### config.mk
export PLATFORM = sky130hd
export DESIGN_NAME = rv32_mc_ctrl
export DESIGN_NICKNAME = d
export VERILOG_FILES = /design/src/rtl/rv32_ctrl_pkg.sv /design/src/rtl/rv32_alu_dec.sv /design/src/rtl/rv32_mc_ctrl.sv
export SDC_FILE = /design/constraint.sdc
export NUM_CORES = 1
export LEC_CHECK = 0
export BUFFER_PORTS_ARGS = -buffer_cell sky130_fd_sc_hd__clkbuf_2
export CORE_MARGIN = 2
export CORE_UTILIZATION = 48
export DETAILED_ROUTE_END_ITERATION = 8
export MAX_ROUTING_LAYER = met4
export PLACE_DENSITY = 0.83
export SYNTH_ARGS = -nofsm -noshare
export SYNTH_HDL_FRONTEND = slang
export SYNTH_SLANG_ARGS = --single-unit
### constraint.sdc
create_clock -name clk -period 4.67 [get_ports clk]
set_input_delay 0.2335 -clock clk [delete_from_list [all_inputs] [get_ports clk]]
set_output_delay 0.2335 -clock clk [all_outputs]
set_load 0.05 [all_outputs]
### src/rtl/rv32_ctrl_pkg.sv
// Shared encodings for the KLP32 multi-cycle controller: opcodes, immediate
// formats, ALU operations, mux selects, FSM states and instruction classes.
package rv32_ctrl_pkg;

  localparam logic [6:0] OP_LOAD   = 7'b0000011;
  localparam logic [6:0] OP_FENCE  = 7'b0001111;
  localparam logic [6:0] OP_OPIMM  = 7'b0010011;
  localparam logic [6:0] OP_AUIPC  = 7'b0010111;
  localparam logic [6:0] OP_STORE  = 7'b0100011;
  localparam logic [6:0] OP_OP     = 7'b0110011;
  localparam logic [6:0] OP_LUI    = 7'b0110111;
  localparam logic [6:0] OP_BRANCH = 7'b1100011;
  localparam logic [6:0] OP_JALR   = 7'b1100111;
  localparam logic [6:0] OP_JAL    = 7'b1101111;
  localparam logic [6:0] OP_SYSTEM = 7'b1110011;

  localparam logic [2:0] IMM_I = 3'b000;
  localparam logic [2:0] IMM_S = 3'b001;
  localparam logic [2:0] IMM_B = 3'b010;
  localparam logic [2:0] IMM_U = 3'b011;
  localparam logic [2:0] IMM_J = 3'b100;

  localparam logic [3:0] ALU_ADD   = 4'd0;
  localparam logic [3:0] ALU_SUB   = 4'd1;
  localparam logic [3:0] ALU_SLL   = 4'd2;
  localparam logic [3:0] ALU_SLT   = 4'd3;
  localparam logic [3:0] ALU_SLTU  = 4'd4;
  localparam logic [3:0] ALU_XOR   = 4'd5;
  localparam logic [3:0] ALU_SRL   = 4'd6;
  localparam logic [3:0] ALU_SRA   = 4'd7;
  localparam logic [3:0] ALU_OR    = 4'd8;
  localparam logic [3:0] ALU_AND   = 4'd9;
  localparam logic [3:0] ALU_PASSB = 4'd10;

  localparam logic [1:0] PC_PLUS4 = 2'b00;
  localparam logic [1:0] PC_ALU   = 2'b01;
  localparam logic [1:0] PC_JALR  = 2'b10;

  localparam logic [1:0] WB_ALU  = 2'b00;
  localparam logic [1:0] WB_LOAD = 2'b01;
  localparam logic [1:0] WB_PC4  = 2'b10;

  typedef enum logic [2:0] {
    ST_IDLE   = 3'd0,
    ST_FETCH  = 3'd1,
    ST_DECODE = 3'd2,
    ST_EXEC   = 3'd3,
    ST_MEM    = 3'd4,
    ST_WB     = 3'd5,
    ST_TRAP   = 3'd6
  } state_t;

  typedef enum logic [3:0] {
    CL_OP, CL_OPIMM, CL_LOAD, CL_STORE, CL_BRANCH, CL_JAL,
    CL_JALR, CL_LUI, CL_AUIPC, CL_NOP, CL_ILL
  } iclass_t;

  function automatic iclass_t classify(input logic [6:0] op);
    case (op)
      OP_OP:               return CL_OP;
      OP_OPIMM:            return CL_OPIMM;
      OP_LOAD:             return CL_LOAD;
      OP_STORE:            return CL_STORE;
      OP_BRANCH:           return CL_BRANCH;
      OP_JAL:              return CL_JAL;
      OP_JALR:             return CL_JALR;
      OP_LUI:              return CL_LUI;
      OP_AUIPC:            return CL_AUIPC;
      OP_FENCE, OP_SYSTEM: return CL_NOP;
      default:             return CL_ILL;
    endcase
  endfunction

  // R-type, NOP and illegal classes carry no immediate; I-format keeps them deterministic.
  function automatic logic [2:0] imm_fmt(input iclass_t c);
    case (c)
      CL_STORE:          return IMM_S;
      CL_BRANCH:         return IMM_B;
      CL_LUI, CL_AUIPC:  return IMM_U;
      CL_JAL:            return IMM_J;
      default:           return IMM_I;
    endcase
  endfunction

endpackage

### src/rtl/rv32_alu_dec.sv
// ALU operation decode from opcode/funct3/funct7_5. Address, link and branch
// target computations all reduce to an add.
module rv32_alu_dec
  import rv32_ctrl_pkg::*;
(
  input  logic [6:0] opcode,
  input  logic [2:0] funct3,
  input  logic       funct7_5,
  output logic [3:0] alu_op
);

  always_comb begin
    alu_op = ALU_ADD;
    case (opcode)
      OP_OP, OP_OPIMM: begin
        case (funct3)
          3'b000: alu_op = (opcode == OP_OP && funct7_5) ? ALU_SUB : ALU_ADD;
          3'b001: alu_op = ALU_SLL;
          3'b010: alu_op = ALU_SLT;
          3'b011: alu_op = ALU_SLTU;
          3'b100: alu_op = ALU_XOR;
          3'b101: alu_op = funct7_5 ? ALU_SRA : ALU_SRL;
          3'b110: alu_op = ALU_OR;
          default: alu_op = ALU_AND;
        endcase
      end
      OP_LUI:  alu_op = ALU_PASSB;
      default: alu_op = ALU_ADD;
    endcase
  end

endmodule

### src/rtl/rv32_mc_ctrl.sv
// Multi-cycle RV32I control FSM: FETCH/DECODE/EXEC/MEM/WB sequencing and the
// datapath select/enable lines. One instruction in flight at a time.
module rv32_mc_ctrl
  import rv32_ctrl_pkg::*;
#(
  parameter logic [1:0] RESET_PC_SEL = 2'b00,
  parameter int         IMM_W        = 3
) (
  input  logic             clk,
  input  logic             rst_n,
  input  logic [6:0]       opcode,
  input  logic [2:0]       funct3,
  input  logic             funct7_5,
  input  logic             imem_rdy,
  input  logic             dmem_rdy,
  input  logic             br_taken,
  output logic             imem_req,
  output logic             ir_we,
  output logic             pc_we,
  output logic [1:0]       pc_sel,
  output logic [IMM_W-1:0] imm_sel,
  output logic             alu_a_sel,
  output logic             alu_b_sel,
  output logic [3:0]       alu_op,
  output logic             dmem_req,
  output logic             dmem_we,
  output logic             reg_we,
  output logic [1:0]       wb_sel,
  output logic             illegal,
  output logic [2:0]       state_o
);

  state_t     state;
  logic       ill_q;
  iclass_t    cls_d, cls_q;
  logic [2:0] imm_d, imm_q, imm_cur;
  logic [3:0] aop_d, aop_q;

  rv32_alu_dec u_alu_dec (
    .opcode   (opcode),
    .funct3   (funct3),
    .funct7_5 (funct7_5),
    .alu_op   (aop_d)
  );

  assign cls_d = classify(opcode);
  assign imm_d = imm_fmt(cls_d);

  always_ff @(posedge clk or negedge rst_n) begin
    if (!rst_n) begin
      state <= ST_IDLE;
      ill_q <= 1'b0;
    end else begin
      case (state)
        ST_IDLE:   state <= ST_FETCH;
        ST_FETCH:  if (imem_rdy) state <= ST_DECODE;
        ST_DECODE: begin
          if (cls_d == CL_ILL) begin
            state <= ST_TRAP;
            ill_q <= 1'b1;
          end else begin
            state <= ST_EXEC;
          end
        end
        ST_EXEC: begin
          case (cls_q)
            CL_LOAD, CL_STORE:  state <= ST_MEM;
            CL_BRANCH, CL_NOP:  state <= ST_FETCH;
            default:            state <= ST_WB;
          endcase
        end
        ST_MEM:    if (dmem_rdy) state <= (cls_q == CL_LOAD) ? ST_WB : ST_FETCH;
        ST_WB:     state <= ST_FETCH;
        ST_TRAP:   state <= ST_TRAP;
        default:   state <= ST_IDLE;
      endcase
    end
  end

  // Decode results are frozen at DECODE exit so selects stay stable even if IR changes.
  always_ff @(posedge clk) begin
    if (state == ST_DECODE) begin
      cls_q <= cls_d;
      imm_q <= imm_d;
      aop_q <= aop_d;
    end
  end

  always_comb begin
    imem_req  = 1'b0;
    ir_we     = 1'b0;
    pc_we     = 1'b0;
    pc_sel    = PC_PLUS4;
    imm_cur   = IMM_I;
    alu_a_sel = 1'b0;
    alu_b_sel = 1'b0;
    alu_op    = ALU_ADD;
    dmem_req  = 1'b0;
    dmem_we   = 1'b0;
    reg_we    = 1'b0;
    wb_sel    = WB_ALU;
    case (state)
      ST_IDLE: pc_sel = RESET_PC_SEL;
      ST_FETCH: begin
        imem_req = 1'b1;
        ir_we    = imem_rdy;
        pc_we    = imem_rdy;
      end
      ST_DECODE: begin
        imm_cur = imm_d;
        alu_op  = aop_d;
      end
      ST_EXEC, ST_MEM, ST_WB: begin
        imm_cur   = imm_q;
        alu_op    = aop_q;
        alu_a_sel = (cls_q == CL_AUIPC) || (cls_q == CL_BRANCH) || (cls_q == CL_JAL);
        // Branch target PC+imm is formed by the ALU as well.
        alu_b_sel = !((cls_q == CL_OP) || (cls_q == CL_NOP) || (cls_q == CL_ILL));
        if (state == ST_EXEC) begin
          case (cls_q)
            CL_BRANCH: begin pc_we = br_taken; pc_sel = PC_ALU;  end
            CL_JAL:    begin pc_we = 1'b1;     pc_sel = PC_ALU;  end
            CL_JALR:   begin pc_we = 1'b1;     pc_sel = PC_JALR; end
            default:   ;
          endcase
        end
        if (state == ST_MEM) begin
          dmem_req = 1'b1;
          dmem_we  = (cls_q == CL_STORE);
        end
        if (state == ST_WB) begin
          reg_we = 1'b1;
          if (cls_q == CL_LOAD)
            wb_sel = WB_LOAD;
          else if ((cls_q == CL_JAL) || (cls_q == CL_JALR))
            wb_sel = WB_PC4;
        end
      end
      default: ;
    endcase
  end

  assign imm_sel = IMM_W'(imm_cur);
  assign illegal = ill_q;
  assign state_o = state;

endmodule

==> impl_metrics.env <==
export IMPL_run_status="finished clean"
export IMPL_total_power_mw=0.7196
export IMPL_muxShareOfSynthArea_pct=2.640
export IMPL_drive_above_1_share_pct=25.88
export IMPL_ctsHtreeMaxLevel=1
export IMPL_hold_buffers=1
export IMPL_synthAdderAreaFrac_pct=0
export IMPL_min_period_ps=2457
export IMPL_vias_per_cell=5.652
export IMPL_vias=1119
export IMPL_ys_async_sr_fraction_pct=26.67
export IMPL_crit_path_end_kind="primary output"
export IMPL_synth_compound_area_share_pct=24.31
export IMPL_fin_crit_sh_pct=52.61
export IMPL_grt_pass1_vias=940
export IMPL_final_util_pct=61.34
export IMPL_core_area_sq_um=2233
export IMPL_yosysTopAreaCellShare_pct=29.04
export IMPL_ys_ff_latch=15
export IMPL_synth_nets=151
export IMPL_final_setup_skew_ps=1.879
export IMPL_max_freq_mhz=407.1
export IMPL_rows=17
export IMPL_final_cell_mix="clkbuf_2, nand2_1, edfxtp_1, a21oi_1"
export IMPL_synth_flop_cell="edfxtp_1"
export IMPL_firstDrtPassIters=4
export IMPL_dieWidth_um=52.68
export IMPL_ios=39
export IMPL_cts_resized=0
export IMPL_rsz0062_at_grt="false"
export IMPL_numCtsBuffers=3
export IMPL_drc=0
export IMPL_drt_iter0_drc=10
export IMPL_cts_clk_slew_worst_paths_ps=80
export IMPL_cts_tree="done"
export IMPL_initial_core_util_pct=50.92
export IMPL_syn_instance_count=135
export IMPL_leakagePower_nw=0.6212
export IMPL_die_area_sq_um=2775
export IMPL_grt_use_total_pct=20.20
export IMPL_ant_nets=0
export IMPL_grt_max_degree=14
export IMPL_port_buffers=38
export IMPL_antenna_found_initial=0
export IMPL_syn_area_sq_um=1137
export IMPL_setup_violations=0
export IMPL_crit_arrival_ps=2220
export IMPL_clock_root_buffer="clkbuf_4"
export IMPL_synth_warnings=0
export IMPL_ys_seq_area_share_pct=37.84
export IMPL_routed_wl_um=2518
export IMPL_hold_viol_final=0
export IMPL_clock_latency_ps=270
export IMPL_maxSlewViolCount=0
export IMPL_gp_congestion=0.8083
export IMPL_die_h_um=52.68
export IMPL_clock_sinks=15
export IMPL_hold_worst_slack_ps=256.8
export IMPL_tightest_slew_ps=697.0
export IMPL_yosysUniqueCellTypes=39
export IMPL_synth_avg_cell_area_sq_um=8.425
export IMPL_final_common_cell="clkbuf_2"
export IMPL_synth_simple_area_share_pct=27.83
export IMPL_required_ps=4440
export IMPL_synth_area_top_cells="edfxtp_1, dfrtp_1, a22o_1"
export IMPL_relSlewSlack_pct=53.36
export IMPL_cap_violations=0
export IMPL_hold_class="input port to flip-flop"
export IMPL_grt_overflow=0
export IMPL_antennaDiodeCount=0
export IMPL_synth_top_family_by_area="simple AND/OR/NAND/NOR gates"
export IMPL_synth_top_area_cell="edfxtp_1"
export IMPL_synth_edf_count=11
export IMPL_place_hpwl_um=1981
export IMPL_cp_start_kind="flip-flop"
export IMPL_ir_worst_vdd_uv=315.7
export IMPL_cts_setup_buffers=0
export IMPL_fin_setup_tns_ps=0
export IMPL_path_class="flip-flop to primary output"
export IMPL_synth_xor_xnor_area_share_pct=1.540
export IMPL_grt_pass1_wl_um=4002
export IMPL_timing_critical_path_fanout_max=11
export IMPL_routedWlPerCell_um=12.72
export IMPL_syn_to_final_growth_pct=20.46
export IMPL_power_density_nw_per_um2=525.2
export IMPL_fin_nets=187
export IMPL_cts_buffer_depth=2
## layer usage
metal	GRT usage (%)	routed length, um	share of wire, %
met1	23.60	1103	44
met4	10.26	27	1.1
met5	-	0	0
met2	35.21	1273	51
met3	0.8571	112	4.4
## worst max-delay path, cell delays in order (launching register included)
cell      delay [ps]
dfrtp_1          530
nand2_1          150
nor2_1           560
buf_4            290
a22o_1           150
clkbuf_2         270
## registers in the layout, summed over array words and instances (netlist names)
name,flops
state_o,3
illegal,1
cls_q,4
aop_q,4
imm_q,3
## path summary, 6_finish.rpt
path,start,end,slack (ps),cells past startpoint
max reg2reg,state_o[1],imm_q[2],2850,3
max,state_o[1],imm_sel[1],2210,5
max in group asynchronous,rst_n,state_o[2],4250,2
min reg2reg,illegal,illegal,480,1
min,imem_rdy,state_o[1],260,3
min in group asynchronous,rst_n,state_o[0],290,2
## cell families after synthesis
kind of cell           Yosys count
AND/OR/NAND/NOR                 58
AO/OA/AOI/OAI                   40
buffers and inverters           17
flip-flops                      15
multiplexers                     3
XOR/XNOR                         2
## cell usage after synthesis (2+ instances only)
cell      number
nand2_1       13
xnor2_1        2
dfrtp_1        4
and2_1         2
mux2i_1        3
edfxtp_1      11
and3_1         3
o21ai_0        6
nor3_1         6
a21o_1         3
nand2b_1       4
clkbuf_1       7
nor2_1         8
nand3_1        4
nor2b_1        5
buf_2          2
a22o_1         7
o211ai_1       3
and4_1         2
inv_1          8
a21oi_1       10
nor3b_1        3
nand3b_1       3
## stage by stage
stage / instances / worst slack (ps) / cell area (sq um)
finish: 198 / 2213 / 1370
global route: 198 / 2041 / 1370
CTS: 198 / 2222 / 1370
detailed placement: 193 / 2550 / 1334
global placement: 193 / 2613 / 1334
floorplan: 135 / 1558 / 1137
## area by class of cell
type / instances / area, sq um
Fill cell: 219 / 863.3
Sequential cell: 15 / 430.4
Multi-Input combinational cell: 103 / 640.6
Timing Repair Buffer: 40 / 207.7
Clock buffer: 4 / 26.28
Inverter: 8 / 30.03
Tap cell: 28 / 35.03
## power by group
group          internal (mW)  total (mW)  switching [mW]
Sequential             0.174       0.207          0.0330
Combinational          0.110       0.442           0.332
Clock                 0.0331      0.0705          0.0374
No activity file was read; power rests on OpenSTA's default activity.
